$ cat src/rtl/instr_sequencer_if.sv
`default_nettype none
// ============================================================================
// Module   : instr_sequencer_if
// Brief    : Instruction handshake / decoder-timestep bundle for
//            instr_sequencer. The sequencer is the slave; the instruction
//            source and decoder side is the master.
// Revision : 1.0 - initial release
// ============================================================================
interface instr_sequencer_if;
    logic       run;
    logic       instr_valid;
    logic [9:0] instr_in;
    logic       clr;
    logic       instr_ready;
    logic [1:0] T;
    logic [9:0] ir;
    logic       busy;
    logic       done;
    logic       illegal;
    logic       timeout;
    logic [7:0] retired_count;

    modport slave (
        input  run, instr_valid, instr_in, clr,
        output instr_ready, T, ir, busy, done, illegal, timeout, retired_count
    );

    modport master (
        output run, instr_valid, instr_in, clr,
        input  instr_ready, T, ir, busy, done, illegal, timeout, retired_count
    );
endinterface
`default_nettype wire

$ cat src/rtl/instr_sequencer.sv
`default_nettype none
// ============================================================================
// Module   : instr_sequencer
// Brief    : Three-state (IDLE/FETCH/EXEC) instruction sequencer. Captures an
//            instruction on handshake, rejects undefined encodings after
//            FETCH, steps the decoder timestep T through EXEC until clr or
//            a T=3 timeout, and counts retired instructions.
// Revision : 1.0 - initial release
// ============================================================================
module instr_sequencer (
    input  wire                  clk,
    input  wire                  reset,
    instr_sequencer_if.slave     bus
);

    localparam logic [1:0] c_IDLE  = 2'd0;
    localparam logic [1:0] c_FETCH = 2'd1;
    localparam logic [1:0] c_EXEC  = 2'd2;
    localparam logic [1:0] c_T_MAX = 2'd3;

    logic [1:0] r_state;
    logic [1:0] r_t;
    logic [9:0] r_ir;
    logic [7:0] r_count;
    logic       r_done;
    logic       r_illegal;
    logic       r_timeout;

    logic       w_ready;
    logic       w_accept;
    logic       w_illegal;

    // Ready is combinational so a new instruction can be taken in the very
    // cycle a completion pulse is shown.
    assign w_ready  = bus.run && (r_state == c_IDLE);
    assign w_accept = w_ready && bus.instr_valid;

    // Undefined encodings: opcode 01 entirely, and opcode 00 with a function
    // field above 1011. Opcodes 10 and 11 are always defined.
    assign w_illegal = (r_ir[9:8] == 2'b01) ||
                       ((r_ir[9:8] == 2'b00) && (r_ir[3:0] > 4'b1011));

    // State, timestep and completion pulses advance together.
    always_ff @(posedge clk) begin
        if (reset) begin
            r_state   <= c_IDLE;
            r_t       <= 2'd0;
            r_done    <= 1'b0;
            r_illegal <= 1'b0;
            r_timeout <= 1'b0;
        end else begin
            r_done    <= 1'b0;
            r_illegal <= 1'b0;
            r_timeout <= 1'b0;
            case (r_state)
                c_IDLE: begin
                    r_t <= 2'd0;
                    if (w_accept) begin
                        r_state <= c_FETCH;
                    end
                end
                c_FETCH: begin
                    if (w_illegal) begin
                        r_state   <= c_IDLE;
                        r_t       <= 2'd0;
                        r_illegal <= 1'b1;
                    end else begin
                        r_state <= c_EXEC;
                        r_t     <= 2'd1;
                    end
                end
                c_EXEC: begin
                    if (bus.clr) begin
                        r_state <= c_IDLE;
                        r_t     <= 2'd0;
                        r_done  <= 1'b1;
                    end else if (r_t == c_T_MAX) begin
                        r_state   <= c_IDLE;
                        r_t       <= 2'd0;
                        r_timeout <= 1'b1;
                    end else begin
                        r_t <= r_t + 2'd1;
                    end
                end
                default: begin
                    r_state <= c_IDLE;
                    r_t     <= 2'd0;
                end
            endcase
        end
    end

    // Instruction register loads only on a handshake and otherwise holds.
    always_ff @(posedge clk) begin
        if (reset) begin
            r_ir <= 10'd0;
        end else if (w_accept) begin
            r_ir <= bus.instr_in;
        end
    end

    // Retired count advances only on a clr-terminated EXEC; wraps naturally.
    always_ff @(posedge clk) begin
        if (reset) begin
            r_count <= 8'd0;
        end else if ((r_state == c_EXEC) && bus.clr) begin
            r_count <= r_count + 8'd1;
        end
    end

    assign bus.instr_ready   = w_ready;
    assign bus.T             = r_t;
    assign bus.ir            = r_ir;
    assign bus.busy          = (r_state == c_FETCH) || (r_state == c_EXEC);
    assign bus.done          = r_done;
    assign bus.illegal       = r_illegal;
    assign bus.timeout       = r_timeout;
    assign bus.retired_count = r_count;

endmodule
`default_nettype wire

$ cat src/flat_wrapper.sv
// flat-port wrapper written by rule: the top's interface ports become plain ports
module instr_sequencer_flat 
  (clk, reset, bus_run, bus_instr_valid, bus_instr_in, bus_clr, bus_instr_ready, bus_T, bus_ir, bus_busy, bus_done, bus_illegal, bus_timeout, bus_retired_count);
  instr_sequencer_if bus_i ();
  input  wire clk;
  input  wire reset;
  input wire logic [$bits(bus_i.run)-1:0] bus_run;
  input wire logic [$bits(bus_i.instr_valid)-1:0] bus_instr_valid;
  input wire logic [$bits(bus_i.instr_in)-1:0] bus_instr_in;
  input wire logic [$bits(bus_i.clr)-1:0] bus_clr;
  output wire logic [$bits(bus_i.instr_ready)-1:0] bus_instr_ready;
  output wire logic [$bits(bus_i.T)-1:0] bus_T;
  output wire logic [$bits(bus_i.ir)-1:0] bus_ir;
  output wire logic [$bits(bus_i.busy)-1:0] bus_busy;
  output wire logic [$bits(bus_i.done)-1:0] bus_done;
  output wire logic [$bits(bus_i.illegal)-1:0] bus_illegal;
  output wire logic [$bits(bus_i.timeout)-1:0] bus_timeout;
  output wire logic [$bits(bus_i.retired_count)-1:0] bus_retired_count;
  assign bus_i.run = bus_run;
  assign bus_i.instr_valid = bus_instr_valid;
  assign bus_i.instr_in = bus_instr_in;
  assign bus_i.clr = bus_clr;
  assign bus_instr_ready = bus_i.instr_ready;
  assign bus_T = bus_i.T;
  assign bus_ir = bus_i.ir;
  assign bus_busy = bus_i.busy;
  assign bus_done = bus_i.done;
  assign bus_illegal = bus_i.illegal;
  assign bus_timeout = bus_i.timeout;
  assign bus_retired_count = bus_i.retired_count;
  instr_sequencer u_core (.clk(clk), .reset(reset), .bus(bus_i));
endmodule
$ cat config.mk
export PLATFORM = sky130hd
export DESIGN_NAME = instr_sequencer_flat
export DESIGN_NICKNAME = d
export VERILOG_FILES = /design/src/rtl/instr_sequencer_if.sv /design/src/rtl/instr_sequencer.sv /design/src/flat_wrapper.sv
export SDC_FILE = /design/constraint.sdc
export NUM_CORES = 1
export LEC_CHECK = 0
export BUFFER_PORTS_ARGS = -buffer_cell sky130_fd_sc_hd__buf_2
export CAP_MARGIN = 10
export CELL_PAD_IN_SITES_DETAIL_PLACEMENT = 2
export CELL_PAD_IN_SITES_GLOBAL_PLACEMENT = 2
export CORE_MARGIN = 2
export CORE_UTILIZATION = 28
export CTS_CLUSTER_DIAMETER = 80
export DETAILED_ROUTE_END_ITERATION = 16
export PLACE_DENSITY = 0.81
export SLEW_MARGIN = 20
export SYNTH_ARGS = -nofsm -noshare
export SYNTH_HDL_FRONTEND = slang
export SYNTH_SLANG_ARGS = --single-unit
$ cat constraint.sdc
create_clock -name clk -period 2.7 [get_ports clk]
set_input_delay 0.54 -clock clk [delete_from_list [all_inputs] [get_ports clk]]
set_output_delay 0.54 -clock clk [all_outputs]
set_load 0.01 [all_outputs]
==> results.cfg <==
[layout]
fin_cells = 198
n_fill_cell = 392
final_common_cell = buf_2
multi_input_area_um2 = 475
mostFrequentLayoutCells = 39 x buf_2, 26 x nand2_1, 25 x dfxtp_1
area_growth_pct = 26.8
seq_area_um2 = 500
drive_gt1_frac = 0.276
nNetsFinal = 174
diodes = 0

[floorplan]
rows = 21
core_area_um2 = 3390
dieArea_um2 = 4060
pin_count = 40
die_height_um = 63.7
dieWidth_um = 63.7
start_util = 0.295

[worst_hold_path]
hold_class = in -> reg
holdCritStartpoint = bus_instr_in[3]
whs_path_depth = 3

[power_and_ir_drop]
switching_share = 0.314
clkPwrFrac = 0.210
p_int_mw = 0.540
vdd_drop_max_mv = 0.210
p_per_area_nw_per_um2 = 622
p_sw_mw = 0.248
leakage_nw = 0.582
pwr-share-seq = 0.528
comb_power_share = 0.262

[clock_network]
post_cts_buffers = 0
cts_tree = done
insertion_delay_ns = 0.31
cts-root-buf = clkbuf_4
cts-htree-levels = 1
post_cts_resized = 0
cts.sinks = 25
cts_buffers = 3
clk_path_buf_depth = 2
postCtsHoldBufs = 0
clk_pin_slew_ns = 0.13

[job]
cap_violations = 0

[timing]
hold_slack_ns = 0.455
fin_crit_ns = 1.88
fmaxAchievable_ghz = 0.531
worst_pin_slew_ns = 0.462
skew_ns = 0.00545
hold_viol_final = 0
drv_slew = 0
rsz0062_at_grt = no
fin_ws_ns = 0.817
period_share = 0.697
maxSlewHeadroom = 0.692
finalSetupViolations = 0
finalSetupTns_ns = 0

[routing]
num_vias = 925
drtIter0Drc = 22
drt_first_pass_iters = 3
drc_errors = 0
antenna_left = 0
wirelength_um = 2710
via_per_inst = 4.67
wl_per_cell_um = 13.7

[critical_path]
ff2ff_path_depth = 6
timing.rr.start = u_core.r_state[0]$_SDFFE_PP0P_
startpoint_type = flop
crit_fanout = 3
worstPathCellList = inv_1, ha_1, and2_1, buf_2
max_stage_delay_ns = 0.39
crit_path_start = u_core.r_state[0]$_SDFFE_PP0P_
cp_slowest_cell = dfxtp_1
critPathArrivalTime_ns = 1.34
worstPathRequired_ns = 2.16
cp-end-kind = primary output
critical_path_class = reg -> out

[place]
pre_cts_ws_ns = 1.04
hpwl_um = 2090
io_buffers = 39
dp.cells = 194
gp_congestion = 0.747

[yosys]
synth_cell_types = 24
syn_inst = 112
synth_area_leaders = dfxtp_1 50%, nand2_1 9.8%, ha_1 7.5%
yosysSeqAreaShare = 0.501
ys_seq_elements = 25
syn_avg_cell_area_um2 = 8.91
yosysTopAreaCellShare = 0.501
netlist_area_um2 = 998
synthesis.nets = 133
ys_warn_count = 0
yosysTopAreaCell = dfxtp_1

[global_routing]
grt_max_degree = 26
grt_pass1_vias = 1028
grt.total_usage = 0.147
grt_first_pass_wirelength_um = 4750
grt-ovfl-total = 0
antenna_found_initial = 0

[outcome]
status = finished clean
## cells in the mapped netlist
master and count:
and3b_1 1, nor3b_1 1, or3_1 2, nor4bb_1 1, ha_1 6, and2_1 1, or3b_1 1, inv_1 3
a21oi_1 14, o21ai_0 4, dfxtp_1 25, nor4b_1 1, nand3_1 2, a2bb2oi_1 1, nand4_1 2, and4_1 1
xor2_1 5, mux2i_1 2, or2b_1 1, and3_1 1, nand2_1 26, clkbuf_1 3, nor2_1 7, nor2b_1 1
## final timing paths
kind / endpoint / slack (ns)
min: u_core.bus.ir[3]$_SDFFE_PP0P_ / 0.45
min reg2reg: u_core.bus.ir[0]$_SDFFE_PP0P_ / 0.48
max reg2reg: u_core.r_state[0]$_SDFFE_PP0P_ / 1.01
max: bus_instr_ready / 0.82
## flip-flops by register name (all words and copies together), names as in the netlist
signal	cells
u_core.r_state	2
u_core.bus.T	2
u_core.bus.illegal	1
u_core.bus.timeout	1
u_core.bus.retired_count	8
u_core.bus.done	1
u_core.bus.ir	10
## critical path, delay by kind of cell, from the launching register on
| kind | cells | cell delay, ns |
|---|---|---|
| DFF | 1 | 0.39 |
| buffers and inverters | 2 | 0.24 |
| adders and majority gates | 1 | 0.24 |
| and+or+nand+nor | 1 | 0.16 |
## metal layers
metal | wire (µm) | track usage
met1 | 1200 | 0.171
met2 | 1390 | 0.262
met3 | 103 | 0.0286
met4 | 19 | 0.0571
met5 | 0 | 0
## power groups by stage
stage | clock network [mW] | logic [mW] | registers [mW]
final | 0.165 | 0.207 | 0.416
after global routing | 0.188 | 0.236 | 0.420
after CTS | 0.176 | 0.210 | 0.416
after detailed placement | 0 | 0.209 | 0.424
after global placement | 0 | 0.195 | 0.421
after floorplan | 0 | 0.122 | 0.429
## logic make-up (layout without fill, tap and decap cells)
family / count (synthesis) / after routing / synth area share
AND/OR/NAND/NOR: 49 / 49 / 0.238
adder cells (fa/ha/maj): 6 / 6 / 0.0752
flip-flops: 25 / 25 / 0.501
multiplexers: 2 / 2 / 0.0201
XOR/XNOR: 5 / 5 / 0.0439
AO/OA/AOI/OAI: 19 / 19 / 0.0990
buffers and inverters: 6 / 46 / 0.0226
## through the flow
stage                     area (µm²)  power, mW  utilization
final                           1270      0.788        0.374
after global routing            1270      0.844        0.374
after CTS                       1270      0.803        0.374
after detailed placement        1240      0.632        0.366
after global placement          1240      0.617        0.366
after floorplan                  998      0.550            -
## area by class of cell
cell class	count	area share
multi-input combinational	81	0.375
timing repair buffer	39	0.154
inverter	3	0.00889
tap	46	0.0455
clock buffer	4	0.0208
sequential	25	0.395
No activity file was read; power rests on OpenSTA's default activity.
